$ cat config.mk
export PLATFORM = sky130hd
export DESIGN_NAME = hazard_scoreboard
export DESIGN_NICKNAME = d
export VERILOG_FILES = /design/src/rtl/hazard_scoreboard.sv
export SDC_FILE = /design/constraint.sdc
export NUM_CORES = 1
export LEC_CHECK = 0
export BUFFER_PORTS_ARGS = -buffer_cell sky130_fd_sc_hd__buf_2
export CAP_MARGIN = 15
export CORE_UTILIZATION = 55
export DETAILED_ROUTE_END_ITERATION = 12
export GPL_ROUTABILITY_DRIVEN = 0
export PLACE_DENSITY = 0.73
export SETUP_SLACK_MARGIN = 0.02
export SYNTH_ARGS = -nofsm -noshare
export SYNTH_HDL_FRONTEND = slang
export SYNTH_SLANG_ARGS = --single-unit
$ cat constraint.sdc
create_clock -name clock -period 2.4 [get_ports clock]
set_input_delay 0.12 -clock clock [delete_from_list [all_inputs] [get_ports clock]]
set_output_delay 0.12 -clock clock [all_outputs]
set_load 0.1 [all_outputs]
$ cat src/rtl/hazard_scoreboard.sv
// ID-stage hazard unit: per-register countdown scoreboard plus branch-resolve FSM.
// Optional EX/MEM forwarding mode is enabled by defining HAZARD_FORWARD_EN.
module hazard_scoreboard #(
    parameter int unsigned NREGS        = 32,
    parameter int unsigned REGBITS      = 5,
    parameter int unsigned NSTAGES      = 3,
    parameter int unsigned BRANCH_DELAY = 2,
    parameter int unsigned LOAD_LAT     = 1
) (
    input  logic               clock,
    input  logic               reset,
    input  logic               enable,
    input  logic               issue_valid,
    input  logic [REGBITS-1:0] rs,
    input  logic [REGBITS-1:0] rt,
    input  logic               rs_used,
    input  logic               rt_used,
    input  logic               wr_en,
    input  logic [REGBITS-1:0] wr_reg,
    input  logic               wr_is_load,
    input  logic               branch,
    input  logic               dmem_wait,
    input  logic               imem_wait,
    output logic               PCWrite,
    output logic               IFIDWrite,
    output logic               Hazard,
    output logic               pipe_en,
    output logic               imem_en
);

    localparam int unsigned MaxLat = (NSTAGES > LOAD_LAT) ? NSTAGES : LOAD_LAT;
    localparam int unsigned CntW   = $clog2(MaxLat + 1);
    localparam int unsigned BcW    = $clog2(BRANCH_DELAY + 1);

    typedef enum logic [0:0] {StIdle, StBrWait} state_e;

    state_e          state_q;
    logic [BcW-1:0]  bcnt_q;
    logic [CntW-1:0] cnt_q [NREGS];
    logic [CntW-1:0] cnt_d [NREGS];

    logic [NREGS-1:0] busy;
    logic             data_hz, adv, accept, wr_track, br_wait, br_last;
    logic [CntW-1:0]  load_val;

`ifdef HAZARD_FORWARD_EN
    assign wr_track = wr_en & wr_is_load;
    assign load_val = CntW'(LOAD_LAT);
`else
    logic unused_wr_is_load;
    assign unused_wr_is_load = wr_is_load;
    assign wr_track = wr_en;
    // A count holds the stall cycles still owed to a back-to-back consumer; the result is
    // readable NSTAGES cycles after acceptance, so the immediate successor waits NSTAGES-1.
    assign load_val = CntW'(NSTAGES - 1);
`endif

    always_comb begin
        for (int i = 0; i < NREGS; i++) begin
            busy[i] = (cnt_q[i] != '0);
        end
        busy[0] = 1'b0;
    end

    assign data_hz = issue_valid & ((rs_used & busy[rs]) | (rt_used & busy[rt]));
    assign adv     = enable & ~dmem_wait & ~imem_wait;
    assign br_wait = (state_q == StBrWait);
    assign br_last = br_wait & (bcnt_q == BcW'(1));
    assign accept  = adv & issue_valid & ~data_hz & ~br_wait;

    always_comb begin
        for (int i = 0; i < NREGS; i++) begin
            cnt_d[i] = cnt_q[i];
            if (accept && wr_track && (wr_reg != '0) && (REGBITS'(i) == wr_reg)) begin
                cnt_d[i] = load_val;
            end else if (adv && (cnt_q[i] != '0)) begin
                cnt_d[i] = cnt_q[i] - 1'b1;
            end
        end
    end

    always_ff @(posedge clock) begin
        if (!reset) begin
            state_q <= StIdle;
            bcnt_q  <= '0;
            for (int i = 0; i < NREGS; i++) begin
                cnt_q[i] <= '0;
            end
        end else begin
            for (int i = 0; i < NREGS; i++) begin
                cnt_q[i] <= cnt_d[i];
            end
            unique case (state_q)
                StIdle: begin
                    if (accept && branch) begin
                        state_q <= StBrWait;
                        bcnt_q  <= BcW'(BRANCH_DELAY);
                    end
                end
                StBrWait: begin
                    if (adv) begin
                        if (bcnt_q == BcW'(1)) begin
                            state_q <= StIdle;
                        end
                        bcnt_q <= bcnt_q - 1'b1;
                    end
                end
                default: state_q <= StIdle;
            endcase
        end
    end

    always_comb begin
        PCWrite   = 1'b0;
        IFIDWrite = 1'b0;
        Hazard    = 1'b0;
        pipe_en   = 1'b0;
        imem_en   = 1'b0;
        if (!reset) begin
            Hazard = 1'b0;
        end else if (!enable) begin
            Hazard = data_hz | br_wait;
        end else if (dmem_wait || imem_wait) begin
            Hazard  = data_hz | br_wait;
            imem_en = ~dmem_wait;
        end else if (br_wait) begin
            // Final wait cycle fetches the resolved path early.
            Hazard  = 1'b1;
            pipe_en = 1'b1;
            PCWrite = br_last;
            imem_en = br_last;
        end else if (data_hz) begin
            Hazard  = 1'b1;
            pipe_en = 1'b1;
        end else begin
            PCWrite   = 1'b1;
            IFIDWrite = 1'b1;
            pipe_en   = 1'b1;
            imem_en   = 1'b1;
        end
    end

endmodule

==> results of run 1 <==
-- path summary, 6_finish.rpt --
| check | endpoint | start | cells past startpoint |
|---|---|---|---|
| worst min register to register | bcnt_q[0] | bcnt_q[0] | 2 |
| worst max register to register | cnt_q[0][14] | cnt_q[0][11] | 11 |
| worst min-delay path | cnt_q[0][29] | reset | 2 |
| worst max-delay path | PCWrite | cnt_q[0][11] | 10 |
-- what timing repair did --
action                                  in CTS  in global routing
endpoints found under the hold margin        0                  0
endpoints found under the setup margin      55                 68
cloned                                       1                  0
resized for setup                           66                 30
pin swaps                                   18                 13
hold buffers                                 0                  0
buffers inserted                             8                  4
-- per-stage QoR --
step	worst slack, ps	power (mW)	setup TNS (ps)
floorplan	-420	1.29	-582
global placement	-154	1.39	-4150
detailed placement	-191	1.40	-5160
CTS	-301	2.48	-1880
global route	-500	2.59	-9670
finish	-415	2.52	-4880
-- sequential cells by signal, indices dropped and copies added, names as in the netlist --
register	cells
bcnt_q	2
br_wait	1
cnt_q	62
-- final cells by class --
cell class / count / area [um2] / area share [%]
clock buffers: 14 / 163 / 2.81
clock inverters: 2 / 60.1 / 1.04
inverters: 71 / 267 / 4.60
multi-input cells: 367 / 3080 / 53.2
flip-flops and latches: 65 / 1330 / 22.9
well taps: 102 / 128 / 2.20
repair buffers: 97 / 767 / 13.2
-- cell usage in the layout (no fill, tap or decap), types with 18 or more instances in the layout --
cell / Yosys / routed
nand2_1: 68 / 68
buf_4: 2 / 59
dfxtp_1: 65 / 45
nor2_1: 46 / 44
inv_1: 70 / 43
xnor2_1: 31 / 31
inv_2: 0 / 27
o211ai_1: 26 / 26
buf_2: 4 / 25
a21oi_1: 25 / 22
dfxtp_2: 0 / 20
o41ai_1: 19 / 18
-- metal layers --
layer  up-vias  track usage, %  share of wire (%)
met2       234            54.5                 47
met5         -               0                  0
met1      2131            42.8                 40
li1       2036               -                  -
met3        74            7.96                8.1
met4         0            19.4                4.8
-- power breakdown --
| part | switching, mW | internal, mW |
|---|---|---|
| registers | 0.000941 | 1.08 |
| clock network | 0.449 | 0.644 |
| logic | 0.231 | 0.119 |
| total | 0.681 | 1.84 |
-- cells by family (layout without fill, tap and decap cells) --
kind of cell / after synthesis / count (layout) / share of synthesized area [%]
simple gates: 171 / 171 / 18.6
compound gates: 112 / 112 / 19.1
buf+inv: 101 / 184 / 9.48
flops: 65 / 65 / 29.7
fa+ha+maj: 32 / 32 / 9.14
xor+xnor: 31 / 31 / 6.20
mux: 21 / 21 / 7.77
==> results.sh, run 1 <==
export IMPL_die_h_um=91.3
export IMPL_port_buffers=29
export IMPL_yosysTopAreaCell="dfxtp_1"
export IMPL_fillers=549
export IMPL_grt_max_degree=61
export IMPL_cts_root_buf="clkbuf_8"
export IMPL_p_leak_nw=1.98
export IMPL_num_rows=32
export IMPL_synthArstFlopShare_pct=0
export IMPL_synth_seq_cells=65
export IMPL_timing_final_crit_period_ps=2810
export IMPL_core_area_um2=7730
export IMPL_crit_path_end_kind="output port"
export IMPL_grtUsageTotal_pct=34.3
export IMPL_grt_first_pass_wirelength_um=22100
export IMPL_vias=4475
export IMPL_grt_pass1_vias=4423
export IMPL_synth_top_cell_area_share_pct=29.7
export IMPL_antenna_found_initial=0
export IMPL_ir_worst_vdd_v=0.000342
export IMPL_syn_area_per_cell_um2=8.22
export IMPL_max_slew_margin_pct=61.4
export IMPL_failed_checks="negative setup slack"
export IMPL_detail_route_vias_per_cell=6.23
export IMPL_synth_fp_nets=591
export IMPL_maxClockFrequency_mhz=355
export IMPL_final_cells=718
export IMPL_fin_util_pct=75.0
export IMPL_clk_pin_slew_ps=70
export IMPL_place_hpwl_um=8850
export IMPL_yosys_most_used_dff="dfxtp_1"
export IMPL_crit_fanout=3
export IMPL_worst_slew_pin_slew_ps=578
export IMPL_layout_nets=669
export IMPL_ys_warnings_count=0
export IMPL_htree_levels=3
export IMPL_period_share_pct=117
export IMPL_crit_arrival_ps=2690
export IMPL_die_w_um=91.3
export IMPL_syn_inst=533
export IMPL_wirelength_um=14100
export IMPL_crit_family="compound AO/OA/AOI/OAI gates"
export IMPL_synth_edf_count=0
export IMPL_crit_chain="inv_2 -> ha_4 -> mux2i_2 -> a221oi_2 -> a211oi_2 -> o311a_4 -> buf_4 -> or2_4 -> a211oi_4 -> buf_12"
export IMPL_overflow=0
export IMPL_synth_most_common_cell="inv_1"
export IMPL_finalSetupViolations=50
export IMPL_postLayoutCellArea_um2=5790
export IMPL_outcome="finished, violations left"
export IMPL_drtPass1Iterations=6
export IMPL_rsz0062_at_grt="yes"
export IMPL_critPathSlowestCell="o311a_4"
export IMPL_io_pin_count=31
export IMPL_syn_area_um2=4380
export IMPL_first_iter_violations=542
export IMPL_fin_ws_ps=-415
export IMPL_clockBufferDepth=2
export IMPL_critPathRequiredTime_ps=2280
export IMPL_routedWlPerCell_um=19.7
export IMPL_route_detailed_drc=0
export IMPL_p_per_area_nw_per_um2=436
export IMPL_max_cap_violations=0
export IMPL_area_delta_synth_final_pct=32.2
export IMPL_final_layout_size_suffix_gt1_share_pct=37.2
export IMPL_dpl_instance_area_um2=5130
export IMPL_antenna_left=0
export IMPL_clock_skew_final_ps=8.50
export IMPL_cts_inserted_buffers=9
export IMPL_ys_top_cells_by_count="inv_1 (70), nand2_1 (68), dfxtp_1 (65), nor2_1 (46), ha_1 (32)"
export IMPL_ys_types=55
export IMPL_synth_area_leaders="dfxtp_1 (30%), ha_1 (9.1%), xnor2_1 (6.2%)"
export IMPL_cts_tree="yes"
export IMPL_diodes=0
export IMPL_slew_violations=0
export IMPL_synth_seq_area_share_pct=29.7
export IMPL_die_area_um2=8330
export IMPL_critPathBufInv=3
export IMPL_criticalPathCategory="reg -> out"
export IMPL_hold_ws_ps=101
export IMPL_reg2reg_slack_ps=-160
export IMPL_insertion_delay_ps=370
export IMPL_min_path_type="in -> reg"
export IMPL_setup_worst_path_start_class="register"
export IMPL_initial_core_util_pct=56.7
export IMPL_cts_sinks=65
export IMPL_dp_cells=691
export IMPL_cpPeakStageDelay_ps=390
export IMPL_hold_viol_final=0
Power figures use the tool's default switching activity.
==> inputs of run 2 (changes only) <==
SKIP_LAST_GASP = 1   (was unset)
==> run 2 against run 1 <==
  * Critical path depth stayed put
  * Non-clock buffer count down 2
  * The flow still finishes with violations (negative setup slack)
  * Design area up 1.0%
  * Via count rose by 2.5%
  * Cell count shrank 0.14%
  * Sequential power is essentially flat
  * Clock-buffer cell count did not move
  * Register-to-register slack lost 60 ps
  * Fmax decreased by 2.7%
  * Critical path type unchanged
  * Critical endpoint is now Hazard
==> results.sh, run 2 (synthesis results as in run 1) <==
export IMPL_outcome="finished, violations left"
export IMPL_failed_checks="negative setup slack"
export IMPL_cts_inserted_buffers=9
export IMPL_wl_met1_um=5680
export IMPL_area_delta_synth_final_pct=33.6
export IMPL_clk_pin_slew_ps=70
export IMPL_min_path_type="in -> reg"
export IMPL_detail_route_vias_per_cell=6.39
export IMPL_htree_levels=3
export IMPL_final_cell_mix="nand2_1 (68), buf_4 (56), dfxtp_1 (45)"
export IMPL_clock_skew_final_ps=10.6
export IMPL_criticalPathCategory="reg -> out"
export IMPL_slew_violations=0
export IMPL_setup_worst_path_start_class="register"
export IMPL_antenna_left=0
export IMPL_route_detailed_drc=0
export IMPL_total_power_mw=2.53
export IMPL_num_rows=32
export IMPL_cts_root_buf="clkbuf_8"
export IMPL_crit_chain="inv_2 -> ha_4 -> mux4_2 -> a21oi_2 -> a221oi_2 -> nor4b_4 -> o21ai_2 -> buf_4 -> a21oi_4 -> buf_12"
export IMPL_dp_cells=691
export IMPL_dr_max_layer_used="met4"
export IMPL_die_w_um=91.3
export IMPL_critPathSlowestCell="mux4_2"
export IMPL_fin_ws_ps=-493
export IMPL_maxClockFrequency_mhz=346
export IMPL_layout_nets=668
export IMPL_crit_family="compound AO/OA/AOI/OAI gates"
export IMPL_wl_met2_um=6800
export IMPL_fillers=530
export IMPL_max_slew_margin_pct=57.4
export IMPL_place_hpwl_um=8850
export IMPL_layout_commonest_cell="nand2_1"
export IMPL_initial_core_util_pct=56.7
export IMPL_period_share_pct=121
export IMPL_holdCritStartpoint="reset"
export IMPL_regMostFlops="cnt_q"
export IMPL_core_area_um2=7730
export IMPL_finalSetupViolations=67
export IMPL_first_iter_violations=480
export IMPL_critPathBufInv=3
export IMPL_final_layout_size_suffix_gt1_share_pct=39.0
export IMPL_dr_wl_met3_um=1440
export IMPL_antenna_found_initial=0
export IMPL_reg2reg_from="cnt_q[1][26]"
export IMPL_port_buffers=29
export IMPL_grtUsageTotal_pct=34.4
export IMPL_ir_worst_vdd_v=0.000341
export IMPL_cpPeakStageDelay_ps=480
export IMPL_cts_hold_buf=0
export IMPL_crit_fanout=3
export IMPL_timing_final_crit_period_ps=2890
export IMPL_diodes=0
export IMPL_grt_pass1_vias=4409
export IMPL_vias=4585
export IMPL_hold_viol_final=0
export IMPL_p_per_area_nw_per_um2=433
export IMPL_largest_reg_flops=62
export IMPL_cts_sinks=65
export IMPL_cts_tree="yes"
export IMPL_die_h_um=91.3
export IMPL_rsz0062_at_grt="yes"
export IMPL_critPathRequiredTime_ps=2280
export IMPL_postLayoutCellArea_um2=5850
export IMPL_crit_path_end_kind="output port"
export IMPL_insertion_delay_ps=360
export IMPL_io_pin_count=31
export IMPL_grt_max_degree=61
export IMPL_seq_area_um2=1330
export IMPL_p_leak_nw=1.97
export IMPL_worst_slew_pin_slew_ps=637
export IMPL_final_cells=717
export IMPL_dpl_instance_area_um2=5130
export IMPL_clockBufferDepth=2
export IMPL_overflow=0
export IMPL_routedWlPerCell_um=20.6
export IMPL_crit_arrival_ps=2770
export IMPL_multi_input_comb_area_um2=3150
export IMPL_die_area_um2=8330
export IMPL_wirelength_um=14800
export IMPL_critPathLaunch="cnt_q[0][3]"
export IMPL_max_cap_violations=0
export IMPL_grt_first_pass_wirelength_um=22100
export IMPL_drtPass1Iterations=5
run 2: path summary, 6_finish.rpt:
kind	end	slack, ps	cells past startpoint
max	Hazard	-490	10
min	cnt_q[0][29]	110	2
max reg2reg	cnt_q[0][14]	-220	11
min reg2reg	cnt_q[1][25]	510	2
run 2: timing repair:
item / in CTS / in global routing
pin swaps: 17 / 14
buffers inserted: 8 / 2
gates resized for setup: 61 / 51
cloned: 1 / 1
endpoints found under the setup margin: 55 / 69
run 2: layout make-up:
type	instances	area share, %
inverters	71	4.55
repair buffers	95	12.9
clock inverters	2	1.03
well taps	102	2.18
clock buffers	14	2.78
flip-flops and latches	65	22.7
multi-input cells	368	53.9
run 2: per-layer routing:
metal	GRT usage [%]	vias to the layer above
met4	18.9	0
li1	-	2041
met2	54.9	311
met3	9.13	90
met5	0	-
met1	42.1	2143
run 2: where the power goes:
group | switching (mW) | total [mW] | internal (mW)
combinational | 0.247 | 0.367 | 0.120
clock | 0.444 | 1.09 | 0.644
sequential | 0.000964 | 1.08 | 1.08
total | 0.691 | 2.53 | 1.84
run 2: stage by stage:
| stage | hold slack (ps) | TNS, ps | utilization, % | setup WS [ps] |
|---|---|---|---|---|
| CTS | 99.0 | -2790 | 72.7 | -301 |
| finish | 109 | -10070 | 75.7 | -493 |
| floorplan | 283 | -582 | - | -420 |
| global route | 119 | -14050 | 75.7 | -565 |
| global placement | 478 | -4150 | 66.4 | -154 |
| detailed placement | 485 | -5160 | 66.4 | -191 |
==> inputs of run 3 (changes only) <==
SETUP_SLACK_MARGIN = 0.1   (was 0.02)
==> run 3 against run 2 <==
  * The run still ends with negative setup slack left
  * Combinational power is 26% higher
  * Clock-buffer cell count stayed put
  * Critical path depth stayed put
  * Total power is 4.2% higher
  * Cell count is 2.2% higher
  * Clock power hardly changed
==> results.sh, run 3 (synthesis results as in run 1) <==
export IMPL_max_cap_violations=0
export IMPL_largest_reg_flops=62
export IMPL_multi_input_comb_area_um2=3380
export IMPL_crit_fanout=3
export IMPL_grtUsageTotal_pct=39.4
export IMPL_final_setup_tns_ps=-18250
export IMPL_post_place_ws_ps=-191
export IMPL_grt_pass1_vias=4707
export IMPL_intPower_mw=1.89
export IMPL_port_buffers=29
export IMPL_crit_arrival_ps=2890
export IMPL_critPathRequiredTime_ps=2280
export IMPL_cts_hold_buf=0
export IMPL_vias=4986
export IMPL_grt_use_met3_pct=12.1
export IMPL_route_detailed_drc=0
export IMPL_p_per_area_nw_per_um2=419
export IMPL_swShare_pct=28.4
export IMPL_io_pin_count=31
export IMPL_p_sw_uw=749
export IMPL_critPathBufInv=3
export IMPL_grtUsageMet2_pct=62.9
export IMPL_final_cell_mix="nand2_1 (67), buf_4 (61), inv_1 (43), nor2_1 (43), dfxtp_1 (36)"
export IMPL_wirelength_um=17800
export IMPL_detail_route_vias_per_cell=6.80
export IMPL_fin_ws_ps=-615
export IMPL_clockBufferDepth=2
export IMPL_die_w_um=91.3
export IMPL_reg2reg_slack_ps=-550
export IMPL_slew_violations=0
export IMPL_finalSetupViolations=69
export IMPL_critPathSlowestCell="a221oi_1"
export IMPL_final_cells=733
export IMPL_grt_use_met1_pct=45.4
export IMPL_ir_worst_vdd_v=0.000339
export IMPL_hold_viol_final=0
export IMPL_cts_tree="yes"
export IMPL_die_area_um2=8330
export IMPL_clkPwrFrac_pct=41.7
export IMPL_regMostFlops="cnt_q"
export IMPL_cpPeakStageDelay_ps=430
export IMPL_fillers=425
export IMPL_num_rows=32
export IMPL_hold_ws_ps=127
export IMPL_max_slew_margin_pct=60.3
export IMPL_clk_pin_slew_ps=70
export IMPL_insertion_delay_ps=360
export IMPL_drtPass1Iterations=7
export IMPL_criticalPathCategory="reg -> out"
export IMPL_dp_cells=691
export IMPL_period_share_pct=126
export IMPL_p_leak_nw=2.25
export IMPL_grt_max_degree=61
export IMPL_power_share_sequential_pct=40.9
export IMPL_antenna_left=0
export IMPL_seq_area_um2=1340
export IMPL_crit_chain="inv_2 -> ha_4 -> mux2i_1 -> a221oi_1 -> a211oi_1 -> o311a_4 -> buf_6 -> or2_4 -> a211oi_4 -> buf_12"
export IMPL_layout_nets=684
export IMPL_routedWlPerCell_um=24.3
export IMPL_worst_slew_pin_slew_ps=595
export IMPL_place_hpwl_um=8850
export IMPL_grt_first_pass_wirelength_um=24600
export IMPL_layout_commonest_cell="nand2_1"
export IMPL_cts_root_buf="clkbuf_8"
export IMPL_cts_sinks=65
export IMPL_total_power_mw=2.64
export IMPL_overflow=0
export IMPL_setup_worst_path_start_class="register"
export IMPL_timing_final_crit_period_ps=3010
export IMPL_min_path_type="in -> reg"
export IMPL_crit_path_end_kind="output port"
export IMPL_crit_family="compound AO/OA/AOI/OAI gates"
export IMPL_initial_core_util_pct=56.7
export IMPL_area_delta_synth_final_pct=43.8
export IMPL_outcome="finished, violations left"
export IMPL_first_iter_violations=652
export IMPL_htree_levels=3
export IMPL_diodes=0
export IMPL_rsz0062_at_grt="yes"
export IMPL_clock_skew_final_ps=8.80
export IMPL_failed_checks="negative setup slack"
export IMPL_die_h_um=91.3
export IMPL_pwr_share_comb_pct=17.4
export IMPL_cts_inserted_buffers=9
export IMPL_maxClockFrequency_mhz=332
export IMPL_grt_busiest_layer="met2"
export IMPL_antenna_found_initial=1
export IMPL_core_area_um2=7730
export IMPL_final_layout_size_suffix_gt1_share_pct=45.8
-- run 3: changes by cell type in the layout (fill, tap and decap cells not counted), sizes merged --
cell / before / now
buf: 95 / 111
-- run 3: worst paths after layout --
kind	to	startpoint	depth (start not counted)
hold reg to reg	cnt_q[1][15]	cnt_q[1][15]	2
setup / recovery	PCWrite	cnt_q[0][2]	10
setup reg to reg	cnt_q[0][27]	cnt_q[0][2]	12
hold / removal	cnt_q[0][29]	reset	2
-- run 3: area by class of cell --
| type | count | area share (%) |
|---|---|---|
| Sequential cell | 65 | 21.2 |
| Clock inverter | 2 | 0.953 |
| Tap cell | 102 | 2.03 |
| Clock buffer | 14 | 2.58 |
| Inverter | 71 | 4.23 |
| Timing Repair Buffer | 111 | 15.3 |
| Multi-Input combinational cell | 368 | 53.7 |
-- run 3: per-layer routing --
layer	wire length, um	up-vias
met5	16	-
met4	1660	2
met3	2290	185
met2	7850	451
met1	5970	2274
li1	-	2074
-- run 3: power by group through the flow --
stage | Combinational (mW) | Clock (mW) | Sequential, mW
3_5_place_dp | 0.291 | 0 | 1.11
3_3_place_gp | 0.289 | 0 | 1.11
4_1_cts | 0.402 | 1.08 | 1.08
5_1_grt | 0.463 | 1.14 | 1.08
6_report | 0.461 | 1.10 | 1.08
2_1_floorplan | 0.182 | 0 | 1.10
-- run 3: timing repair --
| action | in CTS | in global routing |
|---|---|---|
| endpoints found under the setup margin | 64 | 69 |
| setup buffers | 15 | 12 |
| resized for setup | 99 | 69 |
| cloned | 4 | 1 |
| pin swaps | 39 | 29 |
-- run 3: through the flow --
| stage | util (%) | cell area [um2] |
|---|---|---|
| final | 81.5 | 6300 |
| after detailed placement | 66.4 | 5130 |
| after global placement | 66.4 | 5130 |
| after global routing | 81.5 | 6300 |
| after floorplan | - | 4530 |
| after CTS | 77.0 | 5950 |
